[config.mk]
export PLATFORM = sky130hd
export DESIGN_NAME = apu_sample_fetch
export DESIGN_NICKNAME = d
export VERILOG_FILES = /design/src/rtl/apu_sample_fetch.sv
export SDC_FILE = /design/constraint.sdc
export NUM_CORES = 1
export LEC_CHECK = 0
export ABC_AREA = 1
export CAP_MARGIN = 0
export CORE_MARGIN = 10
export CORE_UTILIZATION = 65
export CTS_BUF_LIST = sky130_fd_sc_hd__clkbuf_4 sky130_fd_sc_hd__clkbuf_8
export DETAILED_ROUTE_END_ITERATION = 7
export DONT_BUFFER_PORTS = 1
export GPL_TIMING_DRIVEN = 0
export PLACE_DENSITY = 0.8
export RECOVER_POWER = 100
export SYNTH_ARGS = -nofsm -noshare
export SYNTH_HDL_FRONTEND = slang
export SYNTH_SLANG_ARGS = --single-unit
[constraint.sdc]
create_clock -name clk -period 2.7 [get_ports clk]
set_clock_uncertainty 0.15 [all_clocks]
set_input_delay 0.54 -clock clk [delete_from_list [all_inputs] [get_ports clk]]
set_output_delay 0.54 -clock clk [all_outputs]
set_load 0.02 [all_outputs]
[src/rtl/apu_sample_fetch.sv]
// Audio sample fetcher: pulls 64-bit words from memory into a small FIFO and plays them
// out one signed byte per sample_tick. Macro APU_FETCH_UNDERRUN_CNT_EN adds underrun_cnt.
module apu_sample_fetch #(
    parameter int BUF_WORDS = 2
) (
    input  logic        clk,
    input  logic        rst_n,
    input  logic        start,
    input  logic [28:0] base_addr,
    input  logic [15:0] len_words,
    input  logic        loop,
    input  logic        sample_tick,
    output logic [28:0] mem_addr,
    output logic        mem_read_en,
    input  logic [63:0] mem_data,
    input  logic        mem_ack,
    output logic [7:0]  sample,
    output logic        busy,
    output logic        done,
    output logic        underrun
`ifdef APU_FETCH_UNDERRUN_CNT_EN
    ,
    output logic [7:0]  underrun_cnt
`endif
);

    localparam int PTR_W = $clog2(BUF_WORDS);
    localparam int CNT_W = PTR_W + 1;
    localparam logic [CNT_W-1:0] FULL = CNT_W'(BUF_WORDS);

    typedef enum logic {S_IDLE, S_REQ} state_t;

    state_t             state_q, state_d;
    logic               busy_q, busy_d, loop_q, loop_d, fetch_on_q, fetch_on_d;
    logic               done_q, done_d, underrun_q, underrun_d;
    logic [28:0]        base_q, base_d, addr_q, addr_d;
    logic [15:0]        len_q, len_d, fetch_idx_q, fetch_idx_d, play_idx_q, play_idx_d;
    logic [2:0]         byte_ptr_q, byte_ptr_d;
    logic [7:0]         sample_q, sample_d;
    logic [63:0]        buf_q [BUF_WORDS];
    logic [63:0]        buf_d [BUF_WORDS];
    logic [PTR_W-1:0]   wr_ptr_q, wr_ptr_d, rd_ptr_q, rd_ptr_d;
    logic [CNT_W-1:0]   count_q, count_d;
`ifdef APU_FETCH_UNDERRUN_CNT_EN
    logic [7:0]         ucnt_q, ucnt_d;
`endif

    logic        start_acc, push, pop, tick_play, tick_under;
    logic [63:0] cur_word;
    logic [7:0]  cur_byte;

    assign start_acc  = start & ~busy_q;
    assign push       = (state_q == S_REQ) & mem_ack;
    assign tick_play  = busy_q & sample_tick & (count_q != '0);
    assign tick_under = busy_q & sample_tick & (count_q == '0);
    assign pop        = tick_play & (byte_ptr_q == 3'd7);
    assign cur_word   = buf_q[rd_ptr_q];
    assign cur_byte   = cur_word[{byte_ptr_q, 3'b000} +: 8];

    always_ff @(posedge clk or negedge rst_n) begin
        if (!rst_n) begin
            state_q     <= S_IDLE;
            busy_q      <= 1'b0;
            loop_q      <= 1'b0;
            fetch_on_q  <= 1'b0;
            done_q      <= 1'b0;
            underrun_q  <= 1'b0;
            base_q      <= '0;
            addr_q      <= '0;
            len_q       <= '0;
            fetch_idx_q <= '0;
            play_idx_q  <= '0;
            byte_ptr_q  <= '0;
            sample_q    <= '0;
            wr_ptr_q    <= '0;
            rd_ptr_q    <= '0;
            count_q     <= '0;
            for (int i = 0; i < BUF_WORDS; i++) buf_q[i] <= '0;
`ifdef APU_FETCH_UNDERRUN_CNT_EN
            ucnt_q      <= '0;
`endif
        end else begin
            state_q     <= state_d;
            busy_q      <= busy_d;
            loop_q      <= loop_d;
            fetch_on_q  <= fetch_on_d;
            done_q      <= done_d;
            underrun_q  <= underrun_d;
            base_q      <= base_d;
            addr_q      <= addr_d;
            len_q       <= len_d;
            fetch_idx_q <= fetch_idx_d;
            play_idx_q  <= play_idx_d;
            byte_ptr_q  <= byte_ptr_d;
            sample_q    <= sample_d;
            wr_ptr_q    <= wr_ptr_d;
            rd_ptr_q    <= rd_ptr_d;
            count_q     <= count_d;
            buf_q       <= buf_d;
`ifdef APU_FETCH_UNDERRUN_CNT_EN
            ucnt_q      <= ucnt_d;
`endif
        end
    end

    // Start jumps straight to REQ so the first read appears the cycle after start.
    always_comb begin
        state_d = state_q;
        case (state_q)
            S_IDLE: if ((start_acc && len_words != '0) ||
                        (busy_q && fetch_on_q && count_q < FULL)) state_d = S_REQ;
            S_REQ:  if (mem_ack) state_d = S_IDLE;
            default: state_d = S_IDLE;
        endcase
    end

    always_comb begin
        mem_read_en = (state_q == S_REQ);
        mem_addr    = addr_q;
    end

    always_comb begin
        busy_d      = busy_q;
        loop_d      = loop_q;
        fetch_on_d  = fetch_on_q;
        done_d      = 1'b0;
        underrun_d  = underrun_q;
        base_d      = base_q;
        addr_d      = addr_q;
        len_d       = len_q;
        fetch_idx_d = fetch_idx_q;
        play_idx_d  = play_idx_q;
        byte_ptr_d  = byte_ptr_q;
        sample_d    = sample_q;
        wr_ptr_d    = wr_ptr_q;
        rd_ptr_d    = rd_ptr_q;
        count_d     = count_q;
        buf_d       = buf_q;
`ifdef APU_FETCH_UNDERRUN_CNT_EN
        ucnt_d      = ucnt_q;
`endif
        if (start_acc) begin
            base_d      = base_addr;
            addr_d      = base_addr;
            len_d       = len_words;
            loop_d      = loop;
            fetch_idx_d = '0;
            play_idx_d  = '0;
            byte_ptr_d  = '0;
            wr_ptr_d    = '0;
            rd_ptr_d    = '0;
            count_d     = '0;
            underrun_d  = 1'b0;
            fetch_on_d  = (len_words != '0);
            busy_d      = (len_words != '0);
            done_d      = (len_words == '0);
`ifdef APU_FETCH_UNDERRUN_CNT_EN
            ucnt_d      = '0;
`endif
        end else begin
            if (push) begin
                buf_d[wr_ptr_q] = mem_data;
                wr_ptr_d        = wr_ptr_q + PTR_W'(1);
                if (fetch_idx_q == len_q - 16'd1) begin
                    if (loop_q) begin
                        addr_d      = base_q;
                        fetch_idx_d = '0;
                    end else begin
                        fetch_on_d  = 1'b0;
                    end
                end else begin
                    addr_d      = addr_q + 29'd1;
                    fetch_idx_d = fetch_idx_q + 16'd1;
                end
            end
            if (tick_play) begin
                sample_d   = cur_byte;
                byte_ptr_d = byte_ptr_q + 3'd1;
            end
            if (pop) begin
                rd_ptr_d = rd_ptr_q + PTR_W'(1);
                if (play_idx_q == len_q - 16'd1) begin
                    if (loop_q) begin
                        play_idx_d = '0;
                    end else begin
                        busy_d = 1'b0;
                        done_d = 1'b1;
                    end
                end else begin
                    play_idx_d = play_idx_q + 16'd1;
                end
            end
            if (tick_under) begin
                sample_d   = 8'h00;
                underrun_d = 1'b1;
`ifdef APU_FETCH_UNDERRUN_CNT_EN
                if (ucnt_q != 8'hFF) ucnt_d = ucnt_q + 8'd1;
`endif
            end
            case ({push, pop})
                2'b10:   count_d = count_q + CNT_W'(1);
                2'b01:   count_d = count_q - CNT_W'(1);
                default: count_d = count_q;
            endcase
        end
    end

    assign sample   = sample_q;
    assign busy     = busy_q;
    assign done     = done_q;
    assign underrun = underrun_q;
`ifdef APU_FETCH_UNDERRUN_CNT_EN
    assign underrun_cnt = ucnt_q;
`endif

endmodule
==> Flow_metrics.wiki, run 1 <==
{| class="wikitable"
! Metric !! Value
|-
| Hold violation total from the final report || 255
|-
| Routed via count divided by cell count || 6.01
|-
| Final hold slack || -0.471 ns
|-
| R2R setup slack || 0.0007 ns
|-
| Total grt overflow || 0
|-
| Post-Place Worst Slack || -0.517 ns
|-
| Maximum clock path buffer count || 3
|-
| Comb pwr share || 0.428
|-
| Tightest Pin Transition || 0.967 ns
|-
| Insertion delay of the later-clocked pin in the worst-skew pair || 0.58 ns
|-
| Number of enable flip-flop cells after synthesis || 0
|-
| Root cell of the clock tree || sky130_fd_sc_hd__clkbuf_8
|-
| Cells after DPL || 2131
|-
| Total nets after synthesis || 1977
|-
| Average wire length per cell after detail routing || 19.9 microns
|-
| Hold/Removal Path Class || in -> async
|-
| Ys async rst share || 1.00
|-
| Cell internal pwr || 10600 uW
|-
| Max H-tree Level || 2
|-
| Pwr per Cell Area || 1160 nW/um^2
|-
| Total negative slack for setup checks || 0 ns
|-
| Launch point of the critical path || len_q[0]
|-
| Initial DRT Pass Iterations || 6
|-
| Data arrival time at the worst-slack endpoint || 3.04 ns
|-
| Final cell area excluding filler cells || 16700 sq um
|-
| Vert. Die Dim || 167 microns
|-
| Layer with the highest usage after global routing || met2
|-
| Clock Sink Count || 255
|-
| Multi-input logic area || 6810 sq um
|-
| Critical Path End || fetch_idx_q[13]
|-
| Slew Viols, Final || 0
|-
| Core Region || 21100 sq um
|-
| Global routing met2 resource utilization || 0.521
|-
| Final setup viols || 0
|-
| Total wire length || 46000 microns
|-
| Top area cells in the synthesized netlist || sky130_fd_sc_hd__dfrtp_1, sky130_fd_sc_hd__nand2_1, sky130_fd_sc_hd__o21ai_0
|-
| Number of register bits inferred by synthesis || 255
|-
| RSZ-0062 raised after global routing || true
|-
| Most area-hungry cell type in the Yosys netlist || sky130_fd_sc_hd__dfrtp_1
|-
| Most common cell after layout, fill and taps aside || sky130_fd_sc_hd__nand2_1
|-
| Cell row count || 53
|-
| I/O pin count || 156
|-
| Worst flop-to-flop path endpoint || fetch_idx_q[13]
|-
| Result of the run || finished, violations left
|-
| Failing checks || hold timing
|-
| Critical Path Fanout Max || 7
|-
| Number of distinct library cell variants in the gate-level netlist after synthesis || 46
|-
| Worst r2r src || len_q[0]
|-
| Dpl hpwl || 31000 microns
|-
| # DRC || 0
|-
| Maximum capacitance violations || 0
|-
| WS Path Type || reg -> reg
|-
| Upper clock frequency limit || 370 MHz
|-
| Sequential fraction of design power || 0.371
|-
| Effective utilization at floorplan || 0.663
|-
| Vias || 13900
|-
| Final nets || 2120
|-
| Storage element area || 6390 sq um
|-
| Placer's final routability congestion estimate || 1.00
|-
| Die Outline Area || 27800 sq um
|-
| Share of final-layout standard cells stronger than drive strength 1 || 0.129
|-
| Cell area after placement || 14300 sq um
|-
| Startpoint type of the worst setup path || register
|-
| Fin cells || 2310
|-
| Number of fillers in the final layout || 1470
|-
| Leakage power || 0.00817 uW
|-
| Critical Path End Type || register
|-
| Met3 Use GR || 0.0683
|-
| Relative slew slack || 0.355
|-
| Clock-pin transition on the worst setup and hold timing paths || 0.06 ns
|-
| # port buffers || 0
|-
| CTS tree || built
|-
| Final Cycle Share || 1.00
|-
| Setup ws final || 0.000710 ns
|-
| Primary flip-flop cell chosen by synthesis mapping || sky130_fd_sc_hd__dfrtp_1
|-
| Switching Fraction || 0.451
|-
| Netlist area before placement || 14000 sq um
|-
| Drt first-iter violations || 1648
|-
| Sequential share of the synthesized area || 0.457
|-
| Worst reg2reg path depth || 18
|-
| Synthesis warning total || 0
|-
| Minimum clock period || 2.70 ns
|-
| Total global routing track utilization || 0.312
|-
| Most used cells in the layout excluding fill and tap cells || sky130_fd_sc_hd__nand2_1, sky130_fd_sc_hd__o21ai_0, sky130_fd_sc_hd__dfrtp_1
|-
| Gate count of the mapped netlist || 1856
|-
| Die width || 167 microns
|-
| Critical path data required time || 3.04 ns
|-
| Clock power share || 0.202
|-
| Number of global-route vias before repair || 13600
|-
| Worst vdd rail ir drop || 0.746 mV
|-
| Top-area cell type share of the netlist area || 0.457
|-
| Area overhead of the layout relative to synthesis || 19.7%
|-
| Mapped Avg Cell Area || 7.53 sq um
|-
| GRT met1 Usage || 0.385
|-
| Antenna Violating Nets Remaining || 0
|-
| Net switching power of the design || 8710 uW
|-
| Clock buffers created by TritonCTS || 45
|-
| Number of antenna violations at the first check in global routing || 3
|-
| Pin count of the biggest net entering global routing || 256
|-
| Wire length of the first global-routing pass || 71700 microns
|}
==> timing repair <==
item | in CTS | in global routing
cloned | 0 | 5
endpoints found under the setup margin | 120 | 144
setup buffers | 4 | 12
hold buffers | 75 | 1
pin swaps | 2 | 24
hold endpoints to repair | 362 | 257
resized for setup | 24 | 133
==> per-layer routing <==
metal | wire length [microns] | up-vias
li1 | - | 6383
met1 | 17600 | 6594
met2 | 22400 | 762
met3 | 4180 | 145
met4 | 1790 | 0
met5 | 0 | -
==> critical path: stages, from the launching register on <==
cell and delay, ns:
sky130_fd_sc_hd__dfrtp_2 0.41, sky130_fd_sc_hd__clkinv_4 0.09, sky130_fd_sc_hd__ha_4 0.31, sky130_fd_sc_hd__inv_2 0.04
sky130_fd_sc_hd__nand2_2 0.05, sky130_fd_sc_hd__nand2_2 0.06, sky130_fd_sc_hd__nor2_4 0.12, sky130_fd_sc_hd__nand3_2 0.09
sky130_fd_sc_hd__nor2_2 0.11, sky130_fd_sc_hd__nand2_1 0.07, sky130_fd_sc_hd__nor2_2 0.15, sky130_fd_sc_hd__nand2_2 0.08
sky130_fd_sc_hd__nor2_4 0.14, sky130_fd_sc_hd__nand4_4 0.15, sky130_fd_sc_hd__nand2_8 0.18, sky130_fd_sc_hd__buf_12 0.16
sky130_fd_sc_hd__clkbuf_16 0.17, sky130_fd_sc_hd__nand2_4 0.04, sky130_fd_sc_hd__o21ai_2 0.05
==> stage by stage <==
stage,total power (uW),utilization
2_1_floorplan,11900,-
3_3_place_gp,14000,0.679
3_5_place_dp,14200,0.679
4_1_cts,18300,0.766
5_1_grt,20600,0.793
6_report,19300,0.793
==> power by group through the flow <==
stage / Combinational (uW) / Clock, uW / Sequential (uW)
floorplan: 5340 / 0 / 6600
global placement: 6930 / 0 / 7020
detailed placement: 7150 / 0 / 7050
CTS: 7420 / 3870 / 7020
global route: 9160 / 4060 / 7330
finish: 8270 / 3890 / 7170
==> worst min path at each step <==
stage / start / endpoint / slack (ns) / cells past startpoint
3_5_place_dp: rst_n / len_q[3] / 0.10 / 0
3_3_place_gp: rst_n / len_q[2] / 0.10 / 0
6_report: rst_n / len_q[5] / -0.47 / 0
4_1_cts: rst_n / fetch_idx_q[0] / -0.49 / 0
5_1_grt: rst_n / len_q[4] / -0.48 / 0
2_1_floorplan: rst_n / base_q[0] / 0.09 / 0
==> cells in the mapped netlist (7+ instances only) <==
cell,count
sky130_fd_sc_hd__nor4_1,12
sky130_fd_sc_hd__dfrtp_1,255
sky130_fd_sc_hd__o21ai_0,266
sky130_fd_sc_hd__a32o_1,7
sky130_fd_sc_hd__nand4_1,24
sky130_fd_sc_hd__nor3_1,18
sky130_fd_sc_hd__nand2_2,13
sky130_fd_sc_hd__a21oi_1,40
sky130_fd_sc_hd__o21ai_2,10
sky130_fd_sc_hd__o22ai_1,20
sky130_fd_sc_hd__nand3_1,142
sky130_fd_sc_hd__nand2_1,500
sky130_fd_sc_hd__nor2_1,149
sky130_fd_sc_hd__xor2_1,44
sky130_fd_sc_hd__nand3b_1,10
sky130_fd_sc_hd__clkbuf_1,67
sky130_fd_sc_hd__inv_1,183
sky130_fd_sc_hd__o221ai_1,15
==> flip-flops by register name, summed over array words and instances, names as in the netlist, 2 cells and up <==
signal / count
count_q: 2
buf_q: 128
fetch_idx_q: 16
byte_ptr_q: 3
play_idx_q: 16
sample: 8
mem_addr: 29
base_q: 29
len_q: 16
==> cell type report <==
class | instances | area share
multi-input cells | 1328 | 0.407
flip-flops and latches | 255 | 0.382
repair buffers | 96 | 0.0593
clock buffers | 75 | 0.0550
inverters | 187 | 0.0427
plain buffers | 86 | 0.0288
well taps | 275 | 0.0206
clock inverters | 4 | 0.00359
diodes | 4 | 0.000598
==> kinds of logic (layout without fill, tap and decap cells) <==
family,count (synthesis),after routing,share of synthesized area
DFF,255,255,0.457
adders and majority gates,6,6,0.00537
xor gates and xnor gates,49,49,0.0317
buffers and inverters,274,448,0.0791
other,0,4,0
AOI/OAI and AO/OA,365,365,0.143
and+or+nand+nor,907,908,0.284
Power figures use the tool's default switching activity.
==> run 2, diff against run 1 <==
Settings changed: CORE_ASPECT_RATIO from default to 0.6, TNS_END_PERCENT from default to 20.
==> run 2 against run 1 <==
Compared with the run above: core utilization is 0.96 points lower; critical path type unchanged; worst setup slack worse by 0.053 ns; sequential power barely moved; the run ends with hold timing, setup timing left; global-route usage increased by 1.3 points.
==> Flow_metrics.wiki, run 2 (synthesized netlist as in run 1, its figures left out) <==
{| class="wikitable"
! Metric !! Value
|-
| Result of the run || finished, violations left (unchanged)
|-
| Failing checks || hold timing, setup timing (was hold timing)
|-
| Clock-pin transition on the worst setup and hold timing paths || 0.07 ns (was 0.06 ns)
|-
| Hold/Removal Path Class || in -> async (unchanged)
|-
| Critical Path Fanout Max || 10 (was 7)
|-
| Number of antenna violations at the first check in global routing || 2 (was 3)
|-
| Pin count of the biggest net entering global routing || 256 (unchanged)
|-
| Drt first-iter violations || 2051 (was 1648)
|-
| Leakage power || 0.00802 uW (was 0.00817 uW)
|-
| Total wire length || 48200 microns (was 46000 microns)
|-
| Flip-flop count of the largest register after layout || 128 (unchanged)
|-
| Clock Sink Count || 255 (unchanged)
|-
| Final nets || 2118 (was 2120)
|-
| Area overhead of the layout relative to synthesis || 18.2% (was 19.7%)
|-
| Top register by number of flip-flops || buf_q (unchanged)
|-
| Clock buffers created by TritonCTS || 38 (was 45)
|-
| Wire length of the first global-routing pass || 73000 microns (was 71700 microns)
|-
| Die Outline Area || 28000 sq um (was 27800 sq um)
|-
| Share of final-layout standard cells stronger than drive strength 1 || 0.118 (was 0.129)
|-
| Data arrival time at the worst-slack endpoint || 3.07 ns (was 3.04 ns)
|-
| Maximum clock path buffer count || 3 (unchanged)
|-
| Maximum capacitance violations || 0 (unchanged)
|-
| Tightest Pin Transition || 0.762 ns (was 0.967 ns)
|-
| Die width || 209 microns (was 167 microns)
|-
| Worst flop-to-flop path endpoint || mem_addr[11] (was fetch_idx_q[13])
|-
| Placer's final routability congestion estimate || 1.00 (about the same)
|-
| Upper clock frequency limit || 363 MHz (was 370 MHz)
|-
| Insertion delay of the later-clocked pin in the worst-skew pair || 0.58 ns (about the same)
|-
| Overall power || 18900 uW (was 19300 uW)
|-
| Dpl hpwl || 33000 microns (was 31000 microns)
|-
| Core Region || 21100 sq um (about the same)
|-
| Startpoint type of the worst setup path || register (unchanged)
|-
| Routed via count divided by cell count || 6.24 (was 6.01)
|-
| Total grt overflow || 0 (unchanged)
|-
| Minimum clock period || 2.75 ns (was 2.70 ns)
|-
| Most common cell after layout, fill and taps aside || sky130_fd_sc_hd__nand2_1 (unchanged)
|-
| Hold violation total from the final report || 255 (unchanged)
|-
| Initial DRT Pass Iterations || 8 (was 6)
|-
| Worst vdd rail ir drop || 0.733 mV (was 0.746 mV)
|-
| Most used cells in the layout excluding fill and tap cells || sky130_fd_sc_hd__nand2_1, sky130_fd_sc_hd__o21ai_0, sky130_fd_sc_hd__dfrtp_1 (unchanged)
|-
| Effective utilization at floorplan || 0.663 (about the same)
|-
| # DRC || 0 (unchanged)
|-
| Worst r2r src || len_q[1] (was len_q[0])
|-
| WS Path Type || reg -> reg (unchanged)
|-
| Vias || 14400 (was 13900)
|-
| Cell row count || 41 (was 53)
|-
| Relative slew slack || 0.492 (was 0.355)
|-
| Final hold slack || -0.477 ns (was -0.471 ns)
|-
| Max H-tree Level || 2 (unchanged)
|-
| Antenna Violating Nets Remaining || 0 (unchanged)
|-
| Critical Path End Type || register (unchanged)
|-
| Critical path data required time || 3.02 ns (was 3.04 ns)
|-
| Pwr per Cell Area || 1140 nW/um^2 (was 1160 nW/um^2)
|-
| Number of global-route vias before repair || 13200 (was 13600)
|-
| CTS tree || built (unchanged)
|-
| Final Cycle Share || 1.02 (was 1.00)
|-
| Total global routing track utilization || 0.325 (was 0.312)
|-
| Final setup viols || 5 (was 0)
|-
| Vert. Die Dim || 134 microns (was 167 microns)
|-
| Setup ws final || -0.0518 ns (was 0.000710 ns)
|-
| I/O pin count || 156 (unchanged)
|-
| Average wire length per cell after detail routing || 20.9 microns (was 19.9 microns)
|-
| Root cell of the clock tree || sky130_fd_sc_hd__clkbuf_8 (unchanged)
|-
| R2R setup slack || -0.05 ns (was 0.0007 ns)
|-
| Slew Viols, Final || 0 (unchanged)
|-
| Number of fillers in the final layout || 1472 (was 1470)
|-
| Core Util, Final || 0.784 (was 0.793)
|-
| RSZ-0062 raised after global routing || true (unchanged)
|-
| Worst reg2reg path depth || 17 (was 18)
|-
| # port buffers || 0 (unchanged)
|}
-- run 2: changes by cell type in the layout (fill, tap and decap cells not counted), moves of 5 or more --
cell                            delta
sky130_fd_sc_hd__clkbuf_8         -11
sky130_fd_sc_hd__clkbuf_2          -5
sky130_fd_sc_hd__dlygate4sd3_1     +5
sky130_fd_sc_hd__o21ai_1          +10
sky130_fd_sc_hd__o21ai_0          -14
sky130_fd_sc_hd__nand2_4          -10
sky130_fd_sc_hd__dfrtp_2           -5
sky130_fd_sc_hd__dfrtp_1           +5
sky130_fd_sc_hd__nand2_2           +8
-- run 2: what timing repair did --
item,4_1_cts,5_1_grt
gates resized for setup,20,132
pin swaps,1,35
cloned,0,5
buffers inserted,4,12
hold endpoints to repair,364,256
setup endpoints to repair,68,217
hold buffers,80,1
-- run 2: how the worst max path moves through the flow --
| stage | start | end | slack (ns) | cells past startpoint |
|---|---|---|---|---|
| floorplan | len_q[0] | mem_addr[17] | 0.30 | 14 |
| global placement | len_q[0] | fetch_on_q | -0.41 | 16 |
| detailed placement | len_q[0] | mem_addr[25] | -0.43 | 16 |
| CTS | len_q[5] | mem_addr[19] | 0.0009 | 16 |
| global route | len_q[1] | mem_addr[11] | -0.17 | 17 |
| finish | len_q[1] | mem_addr[11] | -0.05 | 17 |
-- run 2: per-layer routing --
metal | vias to the layer above | GRT usage | part of all wire | wire, microns
li1 | 6381 | - | - | -
met1 | 6791 | 0.468 | 0.41 | 19700
met2 | 1073 | 0.440 | 0.40 | 19500
met3 | 131 | 0.124 | 0.16 | 7620
met4 | 0 | 0.0923 | 0.028 | 1340
met5 | - | 0 | 0 | 0
-- run 2: power by group --
group / leakage (uW) / switching (uW) / internal (uW)
Sequential: 0.00318 / 1790 / 5400
Combinational: 0.00443 / 5460 / 2840
Clock: 0.000413 / 1630 / 1740
-- run 2: through the flow --
step / setup TNS, ns / std cells / setup WS [ns] / instance area [sq um]
finish: -0.157 / 2305 / -0.0518 / 16500
detailed placement: -18.03 / 2135 / -0.433 / 14300
global placement: -16.40 / 2135 / -0.414 / 14300
global route: -4.32 / 2304 / -0.167 / 16500
floorplan: 0 / 1856 / 0.299 / 14000
CTS: 0 / 2285 / 0.000904 / 16000
-- run 2: critical path, stage by stage (launching register included) --
cell                      delay [ns]
sky130_fd_sc_hd__dfrtp_1        0.42
sky130_fd_sc_hd__inv_2          0.11
sky130_fd_sc_hd__ha_4           0.21
sky130_fd_sc_hd__nand2_4        0.09
sky130_fd_sc_hd__nor2_4         0.23
sky130_fd_sc_hd__nand2_2        0.10
sky130_fd_sc_hd__nand2_4        0.11
sky130_fd_sc_hd__nand3_1        0.10
sky130_fd_sc_hd__nand2_2        0.10
sky130_fd_sc_hd__nand2_1        0.06
sky130_fd_sc_hd__nor2_2         0.14
sky130_fd_sc_hd__nand3_4        0.17
sky130_fd_sc_hd__buf_8          0.19
sky130_fd_sc_hd__buf_12         0.14
sky130_fd_sc_hd__nand3_1        0.07
sky130_fd_sc_hd__nand3_1        0.09
sky130_fd_sc_hd__nand2_1        0.07
sky130_fd_sc_hd__nand2_1        0.06
-- run 2: layout make-up --
class	instances	area, sq um	share of cell area
Multi-Input combinational cell	1329	6790	0.411
Inverter	187	707	0.0428
Sequential cell	255	6390	0.387
Timing Repair Buffer	100	1010	0.0610
Buffer	86	492	0.0298
Clock buffer	60	738	0.0447
Clock inverter	6	41.3	0.00250
Antenna cell	3	7.51	0.000454
Tap cell	279	349	0.0211
